`config.mk`:
```
export PLATFORM = sky130hd
export DESIGN_NAME = alu_ctrl_seq_flat
export DESIGN_NICKNAME = d
export VERILOG_FILES = /design/src/rtl/alu_ctrl_pkg.sv /design/src/rtl/alu_ctrl_seq_if.sv /design/src/rtl/alu_funct_decode.sv /design/src/rtl/alu_ctrl_seq.sv /design/src/flat_wrapper.sv
export SDC_FILE = /design/constraint.sdc
export NUM_CORES = 1
export LEC_CHECK = 0
export CAP_MARGIN = 10
export CORE_ASPECT_RATIO = 0.6
export CORE_UTILIZATION = 30
export CTS_BUF_LIST = sky130_fd_sc_hd__clkbuf_8 sky130_fd_sc_hd__clkbuf_16
export CTS_CLUSTER_DIAMETER = 40
export DETAILED_ROUTE_END_ITERATION = 8
export SYNTH_ARGS = -nofsm -noshare
export SYNTH_HDL_FRONTEND = slang
export SYNTH_SLANG_ARGS = --single-unit
```
`constraint.sdc`:
```
create_clock -name clk -period 3.7 [get_ports clk]
set_input_delay 0.555 -clock clk [delete_from_list [all_inputs] [get_ports clk]]
set_output_delay 0.555 -clock clk [all_outputs]
set_load 0.005 [all_outputs]
```
`src/rtl/alu_ctrl_pkg.sv`:
```
// Shared definitions for the ALU control sequencer: control codes,
// function-field encodings and the sequencer state type.
package alu_ctrl_pkg;

    // 4-bit ALU control codes
    localparam logic [3:0] AND     = 4'b0000;
    localparam logic [3:0] OR      = 4'b0001;
    localparam logic [3:0] ADD     = 4'b0010;
    localparam logic [3:0] MUL     = 4'b0011;
    localparam logic [3:0] DIV     = 4'b0100;
    localparam logic [3:0] SUB     = 4'b0110;
    localparam logic [3:0] SLT     = 4'b0111;
    localparam logic [3:0] MEM_W   = 4'b1000;
    localparam logic [3:0] MEM_H   = 4'b1001;
    localparam logic [3:0] SLL     = 4'b1010;
    localparam logic [3:0] SRL     = 4'b1011;
    localparam logic [3:0] NOR     = 4'b1100;
    localparam logic [3:0] ILLEGAL = 4'b1111;

    // Funct encodings used with ALU_op = 00 (memory access)
    localparam logic [5:0] FN_LB   = 6'h20;
    localparam logic [5:0] FN_LH   = 6'h21;
    localparam logic [5:0] FN_LW   = 6'h23;
    localparam logic [5:0] FN_SB   = 6'h28;
    localparam logic [5:0] FN_SH   = 6'h29;
    localparam logic [5:0] FN_SW   = 6'h2B;

    // Funct encodings used with ALU_op = 10 (register / immediate ops)
    localparam logic [5:0] FN_SLL  = 6'h00;
    localparam logic [5:0] FN_SRL  = 6'h02;
    localparam logic [5:0] FN_ADDI = 6'h08;
    localparam logic [5:0] FN_SLTI = 6'h0A;
    localparam logic [5:0] FN_ANDI = 6'h0C;
    localparam logic [5:0] FN_ORI  = 6'h0D;
    localparam logic [5:0] FN_DIV  = 6'h1A;
    localparam logic [5:0] FN_MUL  = 6'h1C;
    localparam logic [5:0] FN_ADD  = 6'h20;
    localparam logic [5:0] FN_SUB  = 6'h22;
    localparam logic [5:0] FN_AND  = 6'h24;
    localparam logic [5:0] FN_OR   = 6'h25;
    localparam logic [5:0] FN_NOR  = 6'h27;
    localparam logic [5:0] FN_SLT  = 6'h2A;

    typedef enum logic [1:0] {
        ST_IDLE = 2'd0,
        ST_MUL  = 2'd1,
        ST_DIV  = 2'd2,
        ST_FIN  = 2'd3
    } state_t;

endpackage

```
`src/rtl/alu_ctrl_seq_if.sv`:
```
// Request/result bundle between the main control unit (master) and the
// ALU control sequencer (slave).
interface alu_ctrl_seq_if #(
    parameter int WIDTH = 32
);
    logic             valid_in;
    logic             ready_out;
    logic [1:0]       ALU_op;
    logic [5:0]       Funct;
    logic [WIDTH-1:0] A;
    logic [WIDTH-1:0] B;
    logic [3:0]       ALU_control;
    logic             ctrl_valid;
    logic             busy;
    logic             done;
    logic [WIDTH-1:0] hi;
    logic [WIDTH-1:0] lo;
    logic             div_by_zero;
    logic             illegal;

    modport master (
        output valid_in, ALU_op, Funct, A, B,
        input  ready_out, ALU_control, ctrl_valid, busy, done,
               hi, lo, div_by_zero, illegal
    );

    modport slave (
        input  valid_in, ALU_op, Funct, A, B,
        output ready_out, ALU_control, ctrl_valid, busy, done,
               hi, lo, div_by_zero, illegal
    );
endinterface

```
`src/rtl/alu_funct_decode.sv`:
```
// Purely combinational ALU_op/Funct decoder. Every unlisted encoding maps to
// ILLEGAL so the control code is never X.
module alu_funct_decode
    import alu_ctrl_pkg::*;
#(
    parameter bit DIV_EN = 1'b1
) (
    input  logic [1:0] alu_op_i,
    input  logic [5:0] funct_i,
    output logic [3:0] code_o,
    output logic       is_multi_o
);

    // Map class/function to a control code and flag the iterative ops
    always_comb begin
        // NOTE: defaults first so every path assigns both outputs -- no latch.
        code_o     = ILLEGAL;
        is_multi_o = 1'b0;
        case (alu_op_i)
            2'b00: begin
                case (funct_i)
                    FN_LW, FN_SW: code_o = MEM_W;
                    FN_LB, FN_SB: code_o = ADD;
                    FN_LH, FN_SH: code_o = MEM_H;
                    default:      code_o = ILLEGAL;
                endcase
            end
            2'b01: code_o = SUB;
            2'b10: begin
                case (funct_i)
                    FN_AND, FN_ANDI: code_o = AND;
                    FN_OR,  FN_ORI:  code_o = OR;
                    FN_ADD, FN_ADDI: code_o = ADD;
                    FN_SUB:          code_o = SUB;
                    FN_SLT, FN_SLTI: code_o = SLT;
                    FN_NOR:          code_o = NOR;
                    FN_SLL:          code_o = SLL;
                    FN_SRL:          code_o = SRL;
                    FN_MUL: begin
                        code_o     = MUL;
                        is_multi_o = 1'b1;
                    end
                    FN_DIV: begin
                        if (DIV_EN) begin
                            code_o     = DIV;
                            is_multi_o = 1'b1;
                        end
                    end
                    default: code_o = ILLEGAL;
                endcase
            end
            default: code_o = ILLEGAL;
        endcase
    end

endmodule

```
`src/rtl/alu_ctrl_seq.sv`:
```
// ALU control decoder with registered control code, plus an iterative
// unsigned shift-add multiplier and restoring divider that stall the pipeline
// while they run.
module alu_ctrl_seq
    import alu_ctrl_pkg::*;
#(
    parameter int WIDTH  = 32,
    parameter bit DIV_EN = 1'b1
) (
    input  logic         clk,
    input  logic         reset_n,
    alu_ctrl_seq_if.slave bus
);

    localparam int               CNT_W    = $clog2(WIDTH) + 1;
    localparam logic [CNT_W-1:0] CNT_LAST = CNT_W'(WIDTH - 1);

    state_t             state_q, state_d;
    logic [3:0]         dec_code;
    logic               dec_multi;
    logic               accept, zero_div;

    logic [3:0]         code_q;
    logic               ctrl_valid_q, illegal_q, dbz_q;
    logic [WIDTH-1:0]   hi_q, lo_q;
    // Working registers: work_hi is accumulator / remainder, work_lo holds
    // the multiplier or dividend and collects product-low or quotient bits.
    logic [WIDTH-1:0]   work_hi_q, work_lo_q, oper_q;
    logic [CNT_W-1:0]   cnt_q;

    logic [WIDTH:0]     mul_sum, div_shift, div_diff;
    logic [WIDTH-1:0]   step_hi, step_lo;

    alu_funct_decode #(.DIV_EN(DIV_EN)) u_decode (
        .alu_op_i   (bus.ALU_op),
        .funct_i    (bus.Funct),
        .code_o     (dec_code),
        .is_multi_o (dec_multi)
    );

    assign accept   = bus.valid_in && (state_q == ST_IDLE);
    assign zero_div = accept && (dec_code == DIV) && (bus.B == '0);

    // One iteration of multiply or divide, from the current working registers
    always_comb begin
        mul_sum   = {1'b0, work_hi_q} + (work_lo_q[0] ? {1'b0, oper_q} : '0);
        div_shift = {work_hi_q, work_lo_q[WIDTH-1]};
        div_diff  = div_shift - {1'b0, oper_q};
        if (state_q == ST_MUL) begin
            step_hi = mul_sum[WIDTH:1];
            step_lo = {mul_sum[0], work_lo_q[WIDTH-1:1]};
        end else if (!div_diff[WIDTH]) begin
            step_hi = div_diff[WIDTH-1:0];
            step_lo = {work_lo_q[WIDTH-2:0], 1'b1};
        end else begin
            step_hi = div_shift[WIDTH-1:0];
            step_lo = {work_lo_q[WIDTH-2:0], 1'b0};
        end
    end

    // Sequencer state register
    always_ff @(posedge clk or negedge reset_n) begin
        // NOTE: non-blocking so every flop samples pre-edge values.
        if (!reset_n) state_q <= ST_IDLE;
        else          state_q <= state_d;
    end

    // Next state and state-decoded handshake outputs
    always_comb begin
        state_d       = state_q;
        bus.ready_out = 1'b0;
        bus.busy      = 1'b0;
        bus.done      = 1'b0;
        case (state_q)
            ST_IDLE: begin
                bus.ready_out = 1'b1;
                if (zero_div)
                    state_d = ST_FIN;
                else if (accept && dec_multi)
                    state_d = (dec_code == MUL) ? ST_MUL : ST_DIV;
            end
            ST_MUL, ST_DIV: begin
                bus.busy = 1'b1;
                if (cnt_q == CNT_LAST) state_d = ST_FIN;
            end
            ST_FIN: begin
                bus.done = 1'b1;
                state_d  = ST_IDLE;
            end
            default: state_d = ST_IDLE;
        endcase
    end

    // Control-code register, operand capture, iteration and result latch
    always_ff @(posedge clk or negedge reset_n) begin
        // NOTE: working registers are reset as well, so an aborted operation
        // leaves nothing behind and hi/lo are never X.
        if (!reset_n) begin
            code_q       <= AND;
            ctrl_valid_q <= 1'b0;
            illegal_q    <= 1'b0;
            dbz_q        <= 1'b0;
            hi_q         <= '0;
            lo_q         <= '0;
            work_hi_q    <= '0;
            work_lo_q    <= '0;
            oper_q       <= '0;
            cnt_q        <= '0;
        end else begin
            ctrl_valid_q <= accept;
            illegal_q    <= accept && (dec_code == ILLEGAL);
            if (accept) begin
                code_q <= dec_code;
                dbz_q  <= zero_div;
                if (dec_multi) begin
                    work_hi_q <= '0;
                    work_lo_q <= bus.A;
                    oper_q    <= bus.B;
                    cnt_q     <= '0;
                end
                if (zero_div) begin
                    hi_q <= bus.A;
                    lo_q <= '1;
                end
            end
            if (state_q == ST_MUL || state_q == ST_DIV) begin
                work_hi_q <= step_hi;
                work_lo_q <= step_lo;
                cnt_q     <= cnt_q + CNT_W'(1);
                if (cnt_q == CNT_LAST) begin
                    hi_q <= step_hi;
                    lo_q <= step_lo;
                end
            end
        end
    end

    assign bus.ALU_control = code_q;
    assign bus.ctrl_valid  = ctrl_valid_q;
    assign bus.illegal     = illegal_q;
    assign bus.div_by_zero = dbz_q;
    assign bus.hi          = hi_q;
    assign bus.lo          = lo_q;

endmodule
```
`src/flat_wrapper.sv`:
```
// flat-port wrapper written by rule: the top's interface ports become plain ports
module alu_ctrl_seq_flat import alu_ctrl_pkg::*;
#(
    parameter int WIDTH  = 32,
    parameter bit DIV_EN = 1'b1
)
  (clk, reset_n, bus_valid_in, bus_ALU_op, bus_Funct, bus_A, bus_B, bus_ready_out, bus_ALU_control, bus_ctrl_valid, bus_busy, bus_done, bus_hi, bus_lo, bus_div_by_zero, bus_illegal);
  alu_ctrl_seq_if #(.WIDTH(WIDTH)) bus_i ();
  input  logic clk;
  input  logic reset_n;
  input wire logic [$bits(bus_i.valid_in)-1:0] bus_valid_in;
  input wire logic [$bits(bus_i.ALU_op)-1:0] bus_ALU_op;
  input wire logic [$bits(bus_i.Funct)-1:0] bus_Funct;
  input wire logic [$bits(bus_i.A)-1:0] bus_A;
  input wire logic [$bits(bus_i.B)-1:0] bus_B;
  output wire logic [$bits(bus_i.ready_out)-1:0] bus_ready_out;
  output wire logic [$bits(bus_i.ALU_control)-1:0] bus_ALU_control;
  output wire logic [$bits(bus_i.ctrl_valid)-1:0] bus_ctrl_valid;
  output wire logic [$bits(bus_i.busy)-1:0] bus_busy;
  output wire logic [$bits(bus_i.done)-1:0] bus_done;
  output wire logic [$bits(bus_i.hi)-1:0] bus_hi;
  output wire logic [$bits(bus_i.lo)-1:0] bus_lo;
  output wire logic [$bits(bus_i.div_by_zero)-1:0] bus_div_by_zero;
  output wire logic [$bits(bus_i.illegal)-1:0] bus_illegal;
  assign bus_i.valid_in = bus_valid_in;
  assign bus_i.ALU_op = bus_ALU_op;
  assign bus_i.Funct = bus_Funct;
  assign bus_i.A = bus_A;
  assign bus_i.B = bus_B;
  assign bus_ready_out = bus_i.ready_out;
  assign bus_ALU_control = bus_i.ALU_control;
  assign bus_ctrl_valid = bus_i.ctrl_valid;
  assign bus_busy = bus_i.busy;
  assign bus_done = bus_i.done;
  assign bus_hi = bus_i.hi;
  assign bus_lo = bus_i.lo;
  assign bus_div_by_zero = bus_i.div_by_zero;
  assign bus_illegal = bus_i.illegal;
  alu_ctrl_seq #(.WIDTH(WIDTH), .DIV_EN(DIV_EN)) u_core (.clk(clk), .reset_n(reset_n), .bus(bus_i));
endmodule
```
==> qor.csv <==
metric,value,unit
Detailed Routing Iterations Pass 1,5,
crit start category,flip-flop,
Max stage delay on crit path,0.42,ns
Max Fclk,280.6,MHz
syn avg cell area,8.592,µm²
number of DRC markers in iteration 0,1145,
CP Capture Type,flip-flop,
ys async rst share,100.0,%
sequential area share after synthesis,34.14,%
Yosys reg bits,175,
CTS Sinks,175,
Hold Fails Final Rpt,0,
Residual DRC,0,
clk slew on worst S/H paths,0.08,ns
final setup violation count,0,
post-DP HPWL,34.13,mm
setup TNS,0,ns
CTS Buf Count,17,
Critical Path RT,4.04,ns
Initial Utilization,30.53,%
CP Class,reg -> reg,
vias per cell,5.395,
DIE WIDTH,269.0,µm
cts-stage hold buffer count,0,
actual slew at the worst max-slew pin,0.7843,ns
Crit Path Max Fanout,22,
CTS tree,done,
Rel. slew slack,47.71,%
Buf/Inv on CP,2,
post-synth cell types,90,
met1 track demand over resource,30.82,%
count of synthesis-stage warnings from yosys,0,
RSZ-0062 raised after global routing,false,
"Most Used Layer, Global Route",met2,
Leakage,0.006829,µW
# IOs,149,
number of buffers added on ports,148,
total die area,0.04362,mm²
result of the run,"finished, final reports clean",
reg2reg start,u_core.work_lo_q[0]$_DFFE_PN0P_,
row count,58,
post-synthesis instance total,1493,
Post-Route WL,44.86,mm
Post-Syn Nets,1639,
CP top delay family,compound AO/OA/AOI/OAI gates,
GRT met3 Usage,3.457,%
fin. max-slew vios,0,
r2r setup slk,0.14,ns
placed cells,2196,
total congestion overflow,0,
Period minus WS final,3.564,ns
Final Cycle Share,96.33,%
largest net degree at the start of global routing,84,
global-route wire length before repair,69.36,mm
Worst VDD drop,0.3952,mV
number of nets in the layout,1799,
CTS H-tree lvls,4,
total vias in the final route,12060,
Worst R2R End,u_core.work_hi_q[29]$_DFFE_PN0P_,
root buf cell,clkbuf_16,
maxcap violations,0,
Clock Skew,0.01442,ns
clk_lat worst skew,0.46,ns
gpl congestion,0.9127,
Clock Path Buffers,2,
"Primary FF master, synth",dfrtp_1,
Post-synth EDFFs,0,
vias in the first global route,11640,
worst-path cell chain,buf_4 -> and2_1 -> ha_1 -> a21oi_1 -> o211ai_1 -> a21oi_2 -> buf_4 -> o2111ai_2 -> a31o_1 -> a21oi_2 -> xor2_2 -> a2bb2o_1 -> a21o_1,
Post-Syn Area,0.01283,mm²
WL/cell,20.07,µm
non-filler cells in the finished layout,2235,
pwr dens,892.4,mW/mm²
area delta synth->final,25.64,%
Crit path arrival time,3.91,ns
final instance area,0.01612,mm²
Worst path slowest cell,dfrtp_1,
initial antenna violation count,0,
total global routing track utilization,20.69,%
HP Class,in -> async,
antenna cells,0,
Placed Area,0.01533,mm²
Core Box Area,0.04202,mm²
R2R depth,13,
DIE HEIGHT,162.2,µm
post-route ant nets,0,
Tot Pwr,14380,µW
met2 Track Usage GR,31.24,%
share of cells above drive strength 1,12.01,%
==> how the worst max path moves through the flow <==
stage | startpoint | endpoint | slack [ns] | depth (start not counted)
after floorplan | u_core.work_lo_q[0]$_DFFE_PN0P_ | u_core.work_hi_q[29]$_DFFE_PN0P_ | 0.43 | 13
after global routing | u_core.oper_q[0]$_DFFE_PN0P_ | u_core.work_hi_q[29]$_DFFE_PN0P_ | 0.003 | 14
final | u_core.work_lo_q[0]$_DFFE_PN0P_ | u_core.work_hi_q[29]$_DFFE_PN0P_ | 0.14 | 13
after global placement | bus_B[19] | u_core.bus.hi[12]$_DFF_PN0_ | -0.15 | 12
after detailed placement | bus_B[19] | u_core.bus.hi[12]$_DFF_PN0_ | -0.12 | 12
after CTS | u_core.work_lo_q[31]$_DFFE_PN0P_ | u_core.work_hi_q[6]$_DFFE_PN0P_ | 0.0006 | 15
==> logic make-up (layout without fill, tap and decap cells) <==
logic type	count (synthesis)	after routing	share of synthesized area (%)
AND/OR/NAND/NOR	480	480	18.16
AO/OA/AOI/OAI	450	450	22.52
flip-flops	175	175	34.14
buffers and inverters	147	319	4.926
multiplexers	111	111	8.974
adder cells (fa/ha/maj)	71	71	7.043
XOR/XNOR	59	59	4.233
==> cell usage after synthesis, types with 9 or more instances <==
master | count | area share, %
a211oi_1 | 25 | 1.5
a21o_1 | 23 | 1.3
a21oi_1 | 104 | 4.1
a31oi_1 | 11 | 0.54
and2_1 | 45 | 2.2
and3_1 | 44 | 2.1
buf_2 | 12 | 0.47
clkbuf_1 | 64 | 1.9
dfrtp_1 | 175 | 34
ha_1 | 69 | 6.7
inv_1 | 56 | 1.6
mux2_2 | 16 | 1.4
mux2i_1 | 91 | 7.1
nand2_1 | 187 | 5.5
nand2b_1 | 12 | 0.59
nand3_1 | 46 | 1.8
nand4_1 | 12 | 0.59
nor2_1 | 64 | 1.9
nor3_1 | 21 | 0.82
nor4_1 | 15 | 0.73
o211ai_1 | 9 | 0.53
o21ai_0 | 160 | 6.2
o21ai_1 | 14 | 0.55
o21ai_2 | 9 | 0.61
xnor2_1 | 37 | 2.5
xor2_1 | 20 | 1.4
==> layout by cell type, fill, tap and decap left out, types with 19 or more instances in the layout <==
master / count
dfrtp_1: 175
mux2i_1: 89
a21oi_1: 101
nand2_1: 186
nor2_1: 64
inv_1: 54
and3_1: 44
o21ai_0: 156
buf_4: 71
clkdlybuf4s50_1: 147
nor3_1: 21
nand3_1: 46
xor2_1: 19
ha_1: 65
a211oi_1: 23
clkbuf_16: 19
xnor2_1: 37
a21o_1: 23
and2_1: 45
==> layer usage <==
| layer | vias to the layer above | share of wire, % |
|---|---|---|
| li1 | 5715 | - |
| met1 | 5930 | 50 |
| met2 | 378 | 43 |
| met3 | 35 | 6.0 |
| met4 | 0 | 1.1 |
| met5 | - | 0 |
==> power by group <==
| group | switching, µW | internal [µW] | leakage (µW) |
|---|---|---|---|
| clock network | 889 | 1000 | 0.000274 |
| logic | 5130 | 4080 | 0.00473 |
| registers | 684 | 2590 | 0.00183 |
==> layout make-up <==
| cell class | count | area [µm²] |
|---|---|---|
| Multi-Input combinational cell | 1171 | 7941 |
| Timing Repair Buffer | 232 | 2288 |
| Inverter | 56 | 210.2 |
| Clock buffer | 17 | 425.4 |
| Clock inverter | 14 | 158.9 |
| Fill cell | 4257 | 25900 |
| Tap cell | 570 | 713.2 |
| Sequential cell | 175 | 4379 |
==> state kept, by name (all words and copies together) (netlist names) <==
name,flops
u_core.bus.illegal,1
u_core.work_lo_q,32
u_core.bus.hi,32
u_core.work_hi_q,32
u_core.cnt_q,6
u_core.bus.div_by_zero,1
u_core.state_q,2
u_core.bus.ctrl_valid,1
u_core.oper_q,32
u_core.bus.lo,32
u_core.bus.ALU_control,4
==> metrics by stage <==
step | setup slack (ns) | hold WS, ns | util [%]
2_1_floorplan | 0.4310 | 0.2594 | -
3_3_place_gp | -0.1508 | 0.4636 | 36.47
3_5_place_dp | -0.1243 | 0.4756 | 36.47
4_1_cts | 0.0005649 | 0.1081 | 37.89
5_1_grt | 0.003319 | 0.1269 | 38.36
6_report | 0.1358 | 0.09477 | 38.36
==> timing repair <==
action / 4_1_cts / 5_1_grt
setup buffers: 0 / 6
pin swaps: 0 / 4
resized for setup: 2 / 21
gates cloned: 0 / 2
setup endpoints to repair: 15 / 52
Power figures use the tool's default switching activity.
